[src/rtl/not_not_round_ctrl.sv]
// Round/lives/score controller for the "not not" colour puzzle game.
// Optional feature macro NOT_NOT_SPEEDUP_EN: the answer window shrinks as the score grows.
module not_not_round_ctrl #(
  parameter int ROUND_TICKS = 200,
  parameter int SHOW_TICKS  = 50,
  parameter int START_LIVES = 3
) (
  input  logic       clock,
  input  logic       resetn,
  input  logic       start,
  input  logic       tick,
  input  logic       answer_valid,
  input  logic [3:0] answer,
  input  logic [3:0] expected,
  output logic       lfsr_enable,
  output logic       round_active,
  output logic [7:0] time_left,
  output logic [7:0] score,
  output logic [1:0] lives,
  output logic       result_ok,
  output logic       result_bad,
  output logic       game_over
);

  localparam logic [1:0] START_L = 2'(START_LIVES);
  localparam logic [7:0] SHOW_L  = 8'(SHOW_TICKS);

  typedef enum logic [2:0] {IDLE, DRAW, PLAY, JUDGE, SHOW, OVER} state_t;

  state_t     state, state_nx;
  logic [7:0] time_left_nx, score_nx, show_cnt, show_cnt_nx, window;
  logic [1:0] lives_nx;
  logic       ok_nx, bad_nx, over_nx, timeout, timeout_nx;
  logic [3:0] captured, captured_nx;

`ifdef NOT_NOT_SPEEDUP_EN
  localparam logic [10:0] RT_W    = 11'(ROUND_TICKS);
  localparam logic [10:0] FLOOR_W = 11'(ROUND_TICKS / 4);
  logic [10:0] penalty;

  // Window = max(ROUND_TICKS - 4*score, ROUND_TICKS/4), kept wide so 4*score cannot wrap.
  always_comb begin
    penalty = {1'b0, score, 2'b00};
    if (penalty + FLOOR_W < RT_W) window = 8'(RT_W - penalty);
    else                          window = 8'(FLOOR_W);
  end
`else
  assign window = 8'(ROUND_TICKS);
`endif

  always_comb begin
    state_nx     = state;
    time_left_nx = time_left;
    score_nx     = score;
    lives_nx     = lives;
    ok_nx        = result_ok;
    bad_nx       = result_bad;
    over_nx      = game_over;
    captured_nx  = captured;
    timeout_nx   = timeout;
    show_cnt_nx  = show_cnt;
    case (state)
      IDLE: begin
        if (start) begin
          score_nx = 8'd0;
          lives_nx = START_L;
          state_nx = DRAW;
        end
      end
      DRAW: begin
        time_left_nx = window;
        timeout_nx   = 1'b0;
        state_nx     = PLAY;
      end
      PLAY: begin
        // A submit in the same cycle as the final tick beats the timeout.
        if (answer_valid) begin
          captured_nx = answer;
          state_nx    = JUDGE;
        end else if (tick) begin
          if (time_left <= 8'd1) begin
            time_left_nx = 8'd0;
            timeout_nx   = 1'b1;
            state_nx     = JUDGE;
          end else begin
            time_left_nx = time_left - 8'd1;
          end
        end
      end
      JUDGE: begin
        if (!timeout && captured == expected) begin
          if (score != 8'hFF) score_nx = score + 8'd1;
          ok_nx = 1'b1;
        end else begin
          if (lives != 2'd0) lives_nx = lives - 2'd1;
          bad_nx = 1'b1;
        end
        show_cnt_nx = SHOW_L;
        state_nx    = SHOW;
      end
      SHOW: begin
        if (tick) begin
          if (show_cnt <= 8'd1) begin
            show_cnt_nx = 8'd0;
            ok_nx       = 1'b0;
            bad_nx      = 1'b0;
            over_nx     = (lives == 2'd0);
            state_nx    = (lives == 2'd0) ? OVER : DRAW;
          end else begin
            show_cnt_nx = show_cnt - 8'd1;
          end
        end
      end
      OVER: begin
        if (start) begin
          over_nx  = 1'b0;
          score_nx = 8'd0;
          lives_nx = START_L;
          state_nx = DRAW;
        end
      end
      default: state_nx = IDLE;
    endcase
  end

  // Strobe-style outputs are derived from the next state so they line up with the state itself.
  always_ff @(posedge clock or negedge resetn) begin
    if (!resetn) begin
      state        <= IDLE;
      lfsr_enable  <= 1'b0;
      round_active <= 1'b0;
      time_left    <= 8'd0;
      score        <= 8'd0;
      lives        <= START_L;
      result_ok    <= 1'b0;
      result_bad   <= 1'b0;
      game_over    <= 1'b0;
      captured     <= 4'd0;
      timeout      <= 1'b0;
      show_cnt     <= 8'd0;
    end else begin
      state        <= state_nx;
      lfsr_enable  <= (state_nx == DRAW);
      round_active <= (state_nx == PLAY);
      time_left    <= time_left_nx;
      score        <= score_nx;
      lives        <= lives_nx;
      result_ok    <= ok_nx;
      result_bad   <= bad_nx;
      game_over    <= over_nx;
      captured     <= captured_nx;
      timeout      <= timeout_nx;
      show_cnt     <= show_cnt_nx;
    end
  end

endmodule

[config.mk]
export PLATFORM = sky130hd
export DESIGN_NAME = not_not_round_ctrl
export DESIGN_NICKNAME = d
export VERILOG_FILES = /design/src/rtl/not_not_round_ctrl.sv
export SDC_FILE = /design/constraint.sdc
export NUM_CORES = 1
export LEC_CHECK = 0
export ABC_AREA = 1
export CAP_MARGIN = 25
export CORE_ASPECT_RATIO = 0.9
export CORE_UTILIZATION = 45
export DETAILED_ROUTE_END_ITERATION = 12
export DONT_BUFFER_PORTS = 1
export GPL_TIMING_DRIVEN = 0
export SYNTH_ARGS = -nofsm -noshare
export SYNTH_HDL_FRONTEND = slang
export SYNTH_SLANG_ARGS = --single-unit
[constraint.sdc]
create_clock -name clock -period 4.35 [get_ports clock]
set_input_delay 0.6525 -clock clock [delete_from_list [all_inputs] [get_ports clock]]
set_output_delay 0.6525 -clock clock [all_outputs]
set_load 0.02 [all_outputs]
Word level (Yosys, flattened, before mapping)
Index checks and enable logic that the tools add are counted.
Storage, ports and cells
  bits in registers: 39
  word-level logic and storage cells: 94
Cells by class
  add/subtract/negate cells: 4
  order comparisons: 2
  eq/ne operators: 20
  mux-type cells: 37
  reduce and logical (&&, ||, !) cells: 19
Operators by type and width (number)
  8-bit two-way mux: 8
  8-bit case mux with 2 select lines: 3
  4-bit AND reduction: 6
  3-bit two-way mux: 7
  2-bit inequality test, second input constant: 10
  8-bit by 1-bit less-or-equal comparator with 1-bit output, second input constant: 2
  8-bit by 1-bit subtractor with 8-bit output, second input constant: 2
  3-bit case mux with 5 select lines: 1
  1-bit two-way mux: 10
  2-bit nonzero test: 5
  3-bit by 2-bit == test with 1-bit output, second input constant: 3
  8-bit by 1-bit adder with 8-bit output, second input constant: 1
  8-bit inequality test, second input constant: 1
  1-bit case mux with 2 select lines: 4
  3-bit by 1-bit == test with 1-bit output, second input constant: 2
  3-bit == test, second input constant: 2
  2-bit two-way mux: 3
  4-bit == test: 1
  2-bit case mux with 2 select lines: 1
  2-bit AND reduction: 2
  3-bit zero test: 1
  3-bit AND reduction: 1
  2-bit zero test: 1
  2-bit by 1-bit inequality test with 1-bit output, second input constant: 1
  4 further kinds: 4

Logic depth before layout (Yosys ltp)
Gate-level depths: netlist (run 1).
  word-level depth: 6
  depth in mapped cells: 9
  gate-level depth less buffers: 9

Worst setup path after synthesis (run 1)
No wires, ideal clock.
  kind: reg2reg
  start: register time_left[0]
  end: register time_left[1]
  setup time: 0.076 ns
  data arrival time: 1.463 ns
  slack: 2.811 ns
  stages on the path, launching flop included: 9
  period minus slack after synthesis: 1.539 ns
  cell sequence: dfrtp_1 -> inv_1 -> ha_1 -> nand2_1 -> nand2_1 -> nand2_2 -> nand2_1 -> or2_0 -> o21ai_1
On the way
  cells in the longest elaborated chain, start to end: 5
  elaborated cells between the ends (all ways): 6
RTL lines
  start, declared: line 17  | output logic [7:0] time_left,
  start signal, assigned: line 145  | time_left <= time_left_nx;
  8-bit by 1-bit subtractor with 8-bit output / 8-bit by 1-bit less-or-equal comparator with 1-bit output (equally long branches): line 86, 81
  8-bit two-way mux *: line 81  | if (time_left <= 8'd1) begin
  8-bit two-way mux *: line 80  | end else if (tick) begin
  8-bit two-way mux *: line 77  | if (answer_valid) begin
  8-bit case mux with 2 select lines *: line 62  | case (state)
Mark *: on every way between the ends. The rest lies on a longest branch, timed or not. The select of a mux whose other input is x is not followed.
A chain may end at the register's enable or synchronous reset.

Worst setup path in the final report (run 1)
Ends and elaborated chain as after synthesis.

==> results of run 1 <==
==> sequential cells by signal (all words and copies together), names as in the netlist <==
register      count
captured          4
game_over         1
lfsr_enable       1
lives             2
result_bad        1
result_ok         1
round_active      1
score             8
show_cnt          8
state             3
time_left         8
timeout           1
==> worst max-delay path, stage by stage, from the launching register on <==
cell,delay [ps]
dfrtp_1,500
inv_1,140
ha_1,260
nand2_1,130
nand2_1,80
nand2_2,150
nand2_1,130
or2_0,220
o21ai_1,120
==> final timing paths <==
check | end | depth (start not counted) | startpoint
worst min-delay path | captured[1]$_DFFE_PN0P_ | 0 | resetn
worst min register to register | timeout$_DFFE_PN0P_ | 2 | timeout$_DFFE_PN0P_
worst max-delay path | time_left[1]$_DFFE_PN0P_ | 8 | time_left[0]$_DFFE_PN0P_
worst max register to register | time_left[1]$_DFFE_PN0P_ | 8 | time_left[0]$_DFFE_PN0P_
min in group clock | captured[1]$_DFFE_PN0P_ | 1 | answer[1]
max in group asynchronous | lives[1]$_DFFE_PN1P_ | 0 | resetn
==> layer usage <==
| metal | global-route usage (%) | vias up | share of wire (%) |
|---|---|---|---|
| met3 | 5.00 | 5 | 4.0 |
| li1 | - | 980 | - |
| met4 | 6.92 | 0 | 1.1 |
| met1 | 27.0 | 864 | 51 |
| met2 | 30.5 | 34 | 43 |
| met5 | 0 | - | 0 |
==> stage by stage <==
step | hold WS, ps | cells | setup WS [ps] | utilization (%) | cell area, sq um
2_1_floorplan | 357 | 302 | 2810 | - | 2280
6_report | 51.9 | 375 | 2550 | 50.2 | 2440
3_3_place_gp | 358 | 367 | 2620 | 48.5 | 2360
4_1_cts | 41.5 | 375 | 2570 | 50.2 | 2440
3_5_place_dp | 358 | 367 | 2600 | 48.5 | 2360
5_1_grt | 31.2 | 375 | 2360 | 50.2 | 2440
==> layout make-up <==
class	count	share of cell area (%)
clock buffers	8	3.28
multi-input cells	222	46.5
flip-flops and latches	39	40.1
inverters	39	6.05
well taps	65	3.33
plain buffers	2	0.769
==> cells in the final DEF (no fill, tap or decap), types with 2 or more instances in the layout <==
cell	Yosys	layout
nand3_1	32	32
a21oi_1	10	10
dfstp_2	2	2
nor3_1	5	5
xnor2_1	2	2
ha_1	6	6
nand2_4	4	4
or2_0	2	2
xor2_1	5	5
nor2_1	41	41
clkbuf_8	0	5
o21ai_0	9	9
o21ai_1	3	3
dfrtp_1	37	37
nand2_2	9	9
nor3b_1	2	2
inv_1	37	37
a22oi_1	2	2
clkbuf_1	0	3
nand4_1	7	7
nand2_1	74	74
==> where the power goes <==
| part | switching [uW] | internal (uW) | leakage, uW | total (uW) |
|---|---|---|---|---|
| combinational | 306 | 184 | 0.000743 | 490 |
| clock | 120 | 114 | 0.0000395 | 234 |
| sequential | 176 | 486 | 0.000467 | 662 |
==> cells by family (layout without fill, tap and decap cells) <==
| group | count (synthesis) | count (layout) |
|---|---|---|
| XOR/XNOR | 7 | 7 |
| buffers and inverters | 41 | 49 |
| flip-flops | 39 | 39 |
| AND/OR/NAND/NOR | 179 | 179 |
| adder cells (fa/ha/maj) | 6 | 6 |
| multiplexers | 1 | 1 |
| AO/OA/AOI/OAI | 29 | 29 |
==> reports/results.txt, run 1 <==
Net Count, Synth = 321
Die area = 0.00535 sq mm
Count leader, synth = nand2_1
Layout cell share with drive strength beyond 1 = 8.71%
DR pass1 iterations = 4
Synthesized area per cell = 7.54 sq um
Post-CTS Setup Bufs = 0
DRT Wirelength = 4640 um
Largest family of logic cells by synthesized area = simple AND/OR/NAND/NOR gates
Slew @ Worst Pin = 339 ps
# diodes = 0
Synth top area share = 40.6%
Max transition margin = 77.4%
Register area share after synthesis = 42.9%
Grt total ovfl = 0
LEAKAGE = 0.00125 uW
Period utilization = 41.4%
Pins Over Slew Limit = 0
Synth Flop Type = dfrtp_1
Max_cap viols = 0
Simple-gate share of the synthesized area = 35.7%
Post-synthesis mux area share = 0.494%
Critical Path Start Type = register
Synth warnings = 0
Status = completed
Crit path DAT = 2010 ps
Final Hold Fails = 0
Aggregate global-route resource usage = 19.8%
First-pass GRT wire length = 8400 um
Post-route minimum period = 1800 ps
Number of synthesized flops with an enable pin = 0
Die Wd = 77.0 um
Power density over the cells = 568 mW/mm^2
Final Wtd Congestion = 0.794
Die Y = 69.5 um
Setup_tns = 0 ps
Core Region = 0.00486 sq mm
Highest Clock Rate = 556 MHz
Area occupied by multi-input gates = 0.00113 sq mm
Hold Crit Class = in2async
FF/Latch Area = 978 sq um
Vias per cell = 5.02
Clk Latency, worst-skew pair = 290 ps
Detailed Place HPWL = 3400 um
Flops & latches, synth = 39
Largest net degree at the start of global routing = 40
Num ports = 36
CTS root buf = clkbuf_8
Post-CTS Hold Buffers = 0
Post-Synthesis Cells = 302
Routed len/inst = 12.4 um
Flop2flop setup slack = 2550 ps
Compound-Gate Fraction of Synth Area = 7.52%
DRT iter0 DRCs = 83
Fillers = 483
Endpoint class of the critical path = register
Clock transition at path regs = 70 ps
Post-synthesis cell type count = 32
Synth Area in XOR/XNOR = 2.69%
Vias in the first global route = 1832
Clk sink count = 39
RSZ-0062 raised after global routing = no
Antenna violations before repair = 0
Area leader, netlist = dfrtp_1
Share of flip-flops with an asynchronous set or reset = 100%
Final #Nets = 328
Post-synth top cells = nand2_1, nor2_1, dfrtp_1, inv_1, nand3_1
Final Setup Violations = 0
CTS tree = yes
Setup Skew = 4.47 ps
Worst-case clock buffer depth = 2
Total number of vias = 1883
Clock buffer count from CTS = 5
H-tree levels = 2
Worst VDD drop = 272 uV
Synth Area in Adders = 3.29%
Drc violations = 0
Post-Syn Area = 0.00228 sq mm
Worst-path maximum fanout = 7
Area grow syn2layout = 7.08%
Routed Antenna Nets = 0
Post-CTS Resized = 0
Port Buffer Count = 0
Total power = 1390 uW
Starting Density = 46.8%
FP Rows = 24
Setup CP Type = reg2reg
Worst EP required = 4560 ps
Top post-synthesis cells by area = dfrtp_1, nand2_1, nand3_1
(Power assumes the default switching activity.)
==> run 2, diff against run 1 <==
--- a/config.mk
+++ b/config.mk
@@ -5,7 +5,7 @@
 export SDC_FILE = /design/constraint.sdc
 export NUM_CORES = 1
 export LEC_CHECK = 0
-export ABC_AREA = 1
+export ABC_AREA = 0
 export CAP_MARGIN = 25
 export CORE_ASPECT_RATIO = 0.9
 export CORE_UTILIZATION = 45
==> constraint.sdc (replaced) <==
create_clock -name clock -period 1.71 [get_ports clock]
set_input_delay 0.2565 -clock clock [delete_from_list [all_inputs] [get_ports clock]]
set_output_delay 0.2565 -clock clock [all_outputs]
set_load 0.02 [all_outputs]
==> run 2 against run 1 <==
Effect of this change:
- the run now ends with negative setup slack left
- sequential power increased to 2.9 times the previous value
- maximum frequency decreased by 9.4%
- largest power group is now combinational cells
- clock-buffer cell count decreased by 2
- critical path type unchanged
- wire length increased by 19%
==> reports/results.txt, run 2 <==
Aggregate global-route resource usage = 21.5%
Register area share after synthesis = 45.2%
Commonest non-fill, non-tap cells in the layout = dfrtp_1, nor2_1, buf_4, nand2_1, dfrtp_2
FP Rows = 23
Top Registers = score (8), show_cnt (8), time_left (8)
Critical Path Start Type = register
Die area = 0.00509 sq mm
Number of synthesized flops with an enable pin = 0
Sw power = 2150 uW
Worst VDD drop = 926 uV
Area after DPL = 0.00230 sq mm
Pins Over Slew Limit = 0
Post-synth top cells = dfrtp_1, nor2_1, nand2_1, o31ai_1
Final Setup Violations = 18
Num ports = 36
Layout cell share with drive strength beyond 1 = 40.6%
Detailed Place HPWL = 3390 um
Routed len/inst = 17.1 um
Post-Synthesis Cells = 221
RSZ-0062 raised after global routing = yes
Routed Antenna Nets = 0
Sequential share of power = 38.7%
Max transition margin = 73.1%
Sw Share = 43.9%
Met2 WL post-DR = 2820 um
DR pass1 iterations = 5
Setup ws final = -276 ps
Synth Flop Type = dfrtp_1
Area grow syn2layout = 34.0%
Final #Nets = 279
Synthesized area per cell = 9.79 sq um
Commonest non-fill, non-tap cell in the layout = dfrtp_1
Worst EP required = 1900 ps
Largest net degree at the start of global routing = 40
Vias in the first global route = 1798
Period utilization = 116%
Max_cap viols = 0
Count leader, synth = dfrtp_1
Grt total ovfl = 0
CTS tree = yes
Post-Syn Area = 0.00216 sq mm
Setup Skew = 7.38 ps
LEAKAGE = 0.00124 uW
Synth top area share = 42.8%
Crit path DAT = 2170 ps
Share of flip-flops with an asynchronous set or reset = 100%
Antenna violations before repair = 0
Routed wl met3 = 354 um
Final Hold Fails = 0
DRT iter0 DRCs = 77
Post-route minimum period = 1990 ps
Highest Clock Rate = 504 MHz
Power density over the cells = 1680 mW/mm^2
Die Wd = 75.1 um
Hold Crit Class = in2reg
H-tree levels = 2
Core Region = 0.00455 sq mm
Drc violations = 0
Setup CP Type = reg2reg
Final Non-Filler Cells = 323
Design area = 0.00290 sq mm
# placed instances = 283
Status = complete, but fails checks
Clock buffer count from CTS = 5
Worst-path maximum fanout = 3
Failing checks = negative setup slack
Total power = 4890 uW
Top sig layer = met4
CTS root buf = clkbuf_8
Vias per cell = 5.96
Combinational Power Share = 48.8%
Post-synthesis cell type count = 50
First-pass GRT wire length = 7980 um
Port Buffer Count = 0
Clk pwr share = 12.5%
Top post-synthesis cells by area = dfrtp_1, nor2_1, mux2_1
Starting Density = 47.6%
DRT Wirelength = 5530 um
# diodes = 0
Worst-case clock buffer depth = 2
Net Count, Synth = 240
Synth warnings = 0
Endpoint class of the critical path = register
Clock transition at path regs = 80 ps
Flops & latches, synth = 39
Area leader, netlist = dfrtp_1
Die Y = 67.8 um
Slew @ Worst Pin = 401 ps
Total number of vias = 1925
Pint = 2740 uW
Final Wtd Congestion = 0.836
Wire length on met1 = 2260 um
Clk sink count = 39
Clk Latency, worst-skew pair = 300 ps
-- run 2: cell types whose count changed in the layout (fill, tap and decap cells not counted), moves of 5 or more --
cell,change
nand4_1,-5
dfrtp_1,-9
o31ai_1,+6
buf_4,+25
nand2_2,-9
nor2_1,-14
nand2b_1,+6
o21ai_0,-5
nand2_1,-63
nand3_1,-28
buf_6,+7
inv_1,-32
mux2_1,+5
dfrtp_2,+9
-- run 2: cell families after synthesis --
logic type / share of synthesized area (%)
simple gates: 23.6
compound gates: 13.5
flops: 45.2
buf+inv: 2.95
xor+xnor: 5.26
mux: 6.01
fa+ha+maj: 3.47
-- run 2: worst max-delay path, stage by stage (launching register included) --
cell	delay (ps)
dfrtp_1	420
xnor2_2	170
nand3_1	130
o31a_1	300
or4_4	550
mux2_4	310
-- run 2: path summary, 6_finish.rpt --
| check | startpoint | slack [ps] | cells after the start | endpoint |
|---|---|---|---|---|
| setup reg to reg | captured[1]$_DFFE_PN0P_ | -280 | 5 | score[7]$_DFFE_PN0P_ |
| hold / removal | start | 40 | 1 | game_over$_DFFE_PN0P_ |
| setup / recovery | captured[1]$_DFFE_PN0P_ | -280 | 5 | score[7]$_DFFE_PN0P_ |
| hold reg to reg | captured[0]$_DFFE_PN0P_ | 510 | 1 | captured[0]$_DFFE_PN0P_ |
| max in group asynchronous | resetn | 1040 | 2 | lives[0]$_DFFE_PN1P_ |
| min in group asynchronous | resetn | 410 | 2 | captured[3]$_DFFE_PN0P_ |
-- run 2: power groups by stage --
stage | Sequential [uW] | Combinational, uW | Clock, uW
2_1_floorplan | 1760 | 1250 | 0
3_3_place_gp | 1830 | 1460 | 0
3_5_place_dp | 1850 | 1550 | 0
4_1_cts | 1840 | 1970 | 623
5_1_grt | 1940 | 2590 | 665
6_report | 1890 | 2380 | 613
-- run 2: timing repair --
action	4_1_cts	5_1_grt
setup endpoints to repair	26	28
setup buffers	17	14
gates cloned	0	0
resized for setup	33	38
endpoints found under the hold margin	39	0
pin swaps	19	18
hold buffers	2	0
-- run 2: metal layers --
metal  track usage (%)  vias to the layer above
met2              36.7                       80
met3              5.97                       15
li1                  -                      869
met1              25.3                      961
met5                 0                        -
met4              9.20                        0
-- run 2: final cells by class --
type,count,area (sq um)
fill,381,1650
multi-input combinational,166,1370
sequential,39,990
timing repair buffer,33,285
tap,62,77.6
clock buffer,6,72.6
buffer,7,68.8
inverter,8,30.0
clock inverter,2,12.5
-- run 2: per-stage QoR --
step | setup WS (ps) | hold WS (ps) | setup TNS, ps | util [%]
2_1_floorplan | -141 | -39.1 | -464 | -
3_3_place_gp | -278 | -38.1 | -3020 | 50.7
3_5_place_dp | -353 | -38.1 | -4250 | 50.7
4_1_cts | -222 | 40.0 | -1570 | 58.2
5_1_grt | -361 | 41.7 | -3490 | 63.8
6_report | -276 | 44.7 | -2240 | 63.8
==> run 3, diff against run 2 <==
--- a/config.mk
+++ b/config.mk
@@ -12,6 +12,7 @@
 export DETAILED_ROUTE_END_ITERATION = 12
 export DONT_BUFFER_PORTS = 1
 export GPL_TIMING_DRIVEN = 0
+export SETUP_SLACK_MARGIN = 0.02
 export SYNTH_ARGS = -nofsm -noshare
 export SYNTH_HDL_FRONTEND = slang
 export SYNTH_SLANG_ARGS = --single-unit
==> run 3 against run 2 <==
Effect of this change:
- the flow still finishes with violations (negative setup slack)
- register-to-register slack better by 30 ps
- clock-buffer cell count up 1
- total power shrank 1.9%
- first-iteration DRC count rose by 27%
- sequential share of layout area rose by 0.12 points
- critical path depth did not move
- clock skew grew 2.7 ps
- via count down 7.8%
- critical endpoint unchanged
- worst setup slack improved by 25 ps
- non-clock buffer count is 4 lower
==> reports/results.txt, run 3 (same netlist as run 2, synthesis figures left out) <==
Status = complete, but fails checks
Failing checks = negative setup slack
Hold_sp = start
# diodes = 0
CP startpoint = captured[1]$_DFFE_PN0P_
Final Setup Violations = 12
Die Wd = 75.1 um
Setup CP Type = reg2reg
Routed Antenna Nets = 0
Worst EP required = 1890 ps
Drc violations = 0
Critical Path Start Type = register
Period utilization = 115%
Slew @ Worst Pin = 416 ps
CTS tree = yes
Flop2flop setup slack = -250 ps
Total number of vias = 1775
Max_cap viols = 0
Clk sink count = 39
DR pass1 iterations = 4
Clock buffer count from CTS = 5
H-tree levels = 2
# placed instances = 283
Setup crit end = score[7]$_DFFE_PN0P_
Commonest non-fill, non-tap cell in the layout = dfrtp_1
Endpoint class of the critical path = register
Max transition margin = 72.3%
Layout cell share with drive strength beyond 1 = 40.9%
Grt total ovfl = 0
CTS root buf = clkbuf_8
Vias per cell = 5.56
Top Registers = score (8), show_cnt (8), time_left (8)
Hold WS = 54.7 ps
Hold Crit Class = in2reg
Setup ws final = -251 ps
Setup Slack @ Placement = -375 ps
Starting Density = 47.6%
Worst-path maximum fanout = 4
Final #Nets = 275
LEAKAGE = 0.00120 uW
Vias in the first global route = 1807
Antenna violations before repair = 0
Area grow syn2layout = 33.4%
Worst-case clock buffer depth = 2
Final Hold Fails = 0
Worst VDD drop = 882 uV
Reg2Reg Depth = 5
Pins Over Slew Limit = 0
Aggregate global-route resource usage = 21.0%
Clock transition at path regs = 80 ps
RSZ-0062 raised after global routing = yes
DRT iter0 DRCs = 98
Die area = 0.00509 sq mm
Num ports = 36
Post-route minimum period = 1960 ps
Final Non-Filler Cells = 319
Clk Latency, worst-skew pair = 290 ps
Commonest non-fill, non-tap cells in the layout = dfrtp_1, nor2_1, buf_4, nand2_1
Die Y = 67.8 um
Setup Skew = 10.1 ps
Routed len/inst = 16.9 um
FP Rows = 23
R2r startpoint = captured[1]$_DFFE_PN0P_
Detailed Place HPWL = 3390 um
Final Wtd Congestion = 0.837
First-pass GRT wire length = 8040 um
Highest Clock Rate = 510 MHz
DRT Wirelength = 5390 um
Core Region = 0.00455 sq mm
R2r endpoint = score[7]$_DFFE_PN0P_
Power density over the cells = 1660 mW/mm^2
Largest net degree at the start of global routing = 40
Port Buffer Count = 0
Crit path DAT = 2140 ps
==> run 3: layout make-up <==
| type | count | area [sq um] |
|---|---|---|
| Inverter | 8 | 30.0 |
| Fill cell | 374 | 1660 |
| Timing Repair Buffer | 29 | 248 |
| Tap cell | 62 | 77.6 |
| Buffer | 7 | 70.1 |
| Multi-Input combinational cell | 166 | 1390 |
| Clock inverter | 1 | 5.00 |
| Clock buffer | 7 | 76.3 |
| Sequential cell | 39 | 988 |
==> run 3: critical path, cell delays in order (launching register included) <==
cell     delay [ps]
dfrtp_1         400
xnor2_1         190
nand3_1         110
o31a_1          320
or4_4           530
mux2_4          300
==> run 3: where the power goes <==
group          internal, uW  switching, uW  total, uW
logic                  1120           1190       2310
registers              1280            605       1890
clock network           286            309        595
==> run 3: what timing repair did <==
item	CTS	global route
hold buffers	2	0
setup endpoints to repair	28	32
gates resized for setup	32	45
hold endpoints to repair	39	0
buffers inserted	11	18
pin swaps	19	25
==> run 3: worst min-delay path by stage <==
stage | to | slack, ps | depth (start not counted)
2_1_floorplan | captured[0]$_DFFE_PN0P_ | -40 | 0
3_3_place_gp | captured[1]$_DFFE_PN0P_ | -40 | 0
3_5_place_dp | captured[1]$_DFFE_PN0P_ | -40 | 0
4_1_cts | game_over$_DFFE_PN0P_ | 50 | 1
5_1_grt | game_over$_DFFE_PN0P_ | 40 | 1
6_report | game_over$_DFFE_PN0P_ | 50 | 1
==> run 3: through the flow <==
step | setup TNS, ps | cell area, sq um | util, % | total power (uW)
after CTS | -1910 | 2600 | 57.2 | 4350
after floorplan | -464 | 2230 | - | 3010
after detailed placement | -4340 | 2300 | 50.7 | 3380
after global routing | -2630 | 2890 | 63.5 | 5140
after global placement | -3000 | 2300 | 50.7 | 3300
final | -1420 | 2890 | 63.5 | 4790
==> run 3: routing by layer <==
layer  vias up  wire (um)  GRT usage (%)  share of wire, %
li1        860          -              -                 -
met1       877       2380           25.7                44
met2        34       2720           35.7                50
met3         4        255           5.97               4.7
met4         0         31           6.84              0.57
met5         -          0              0                 0
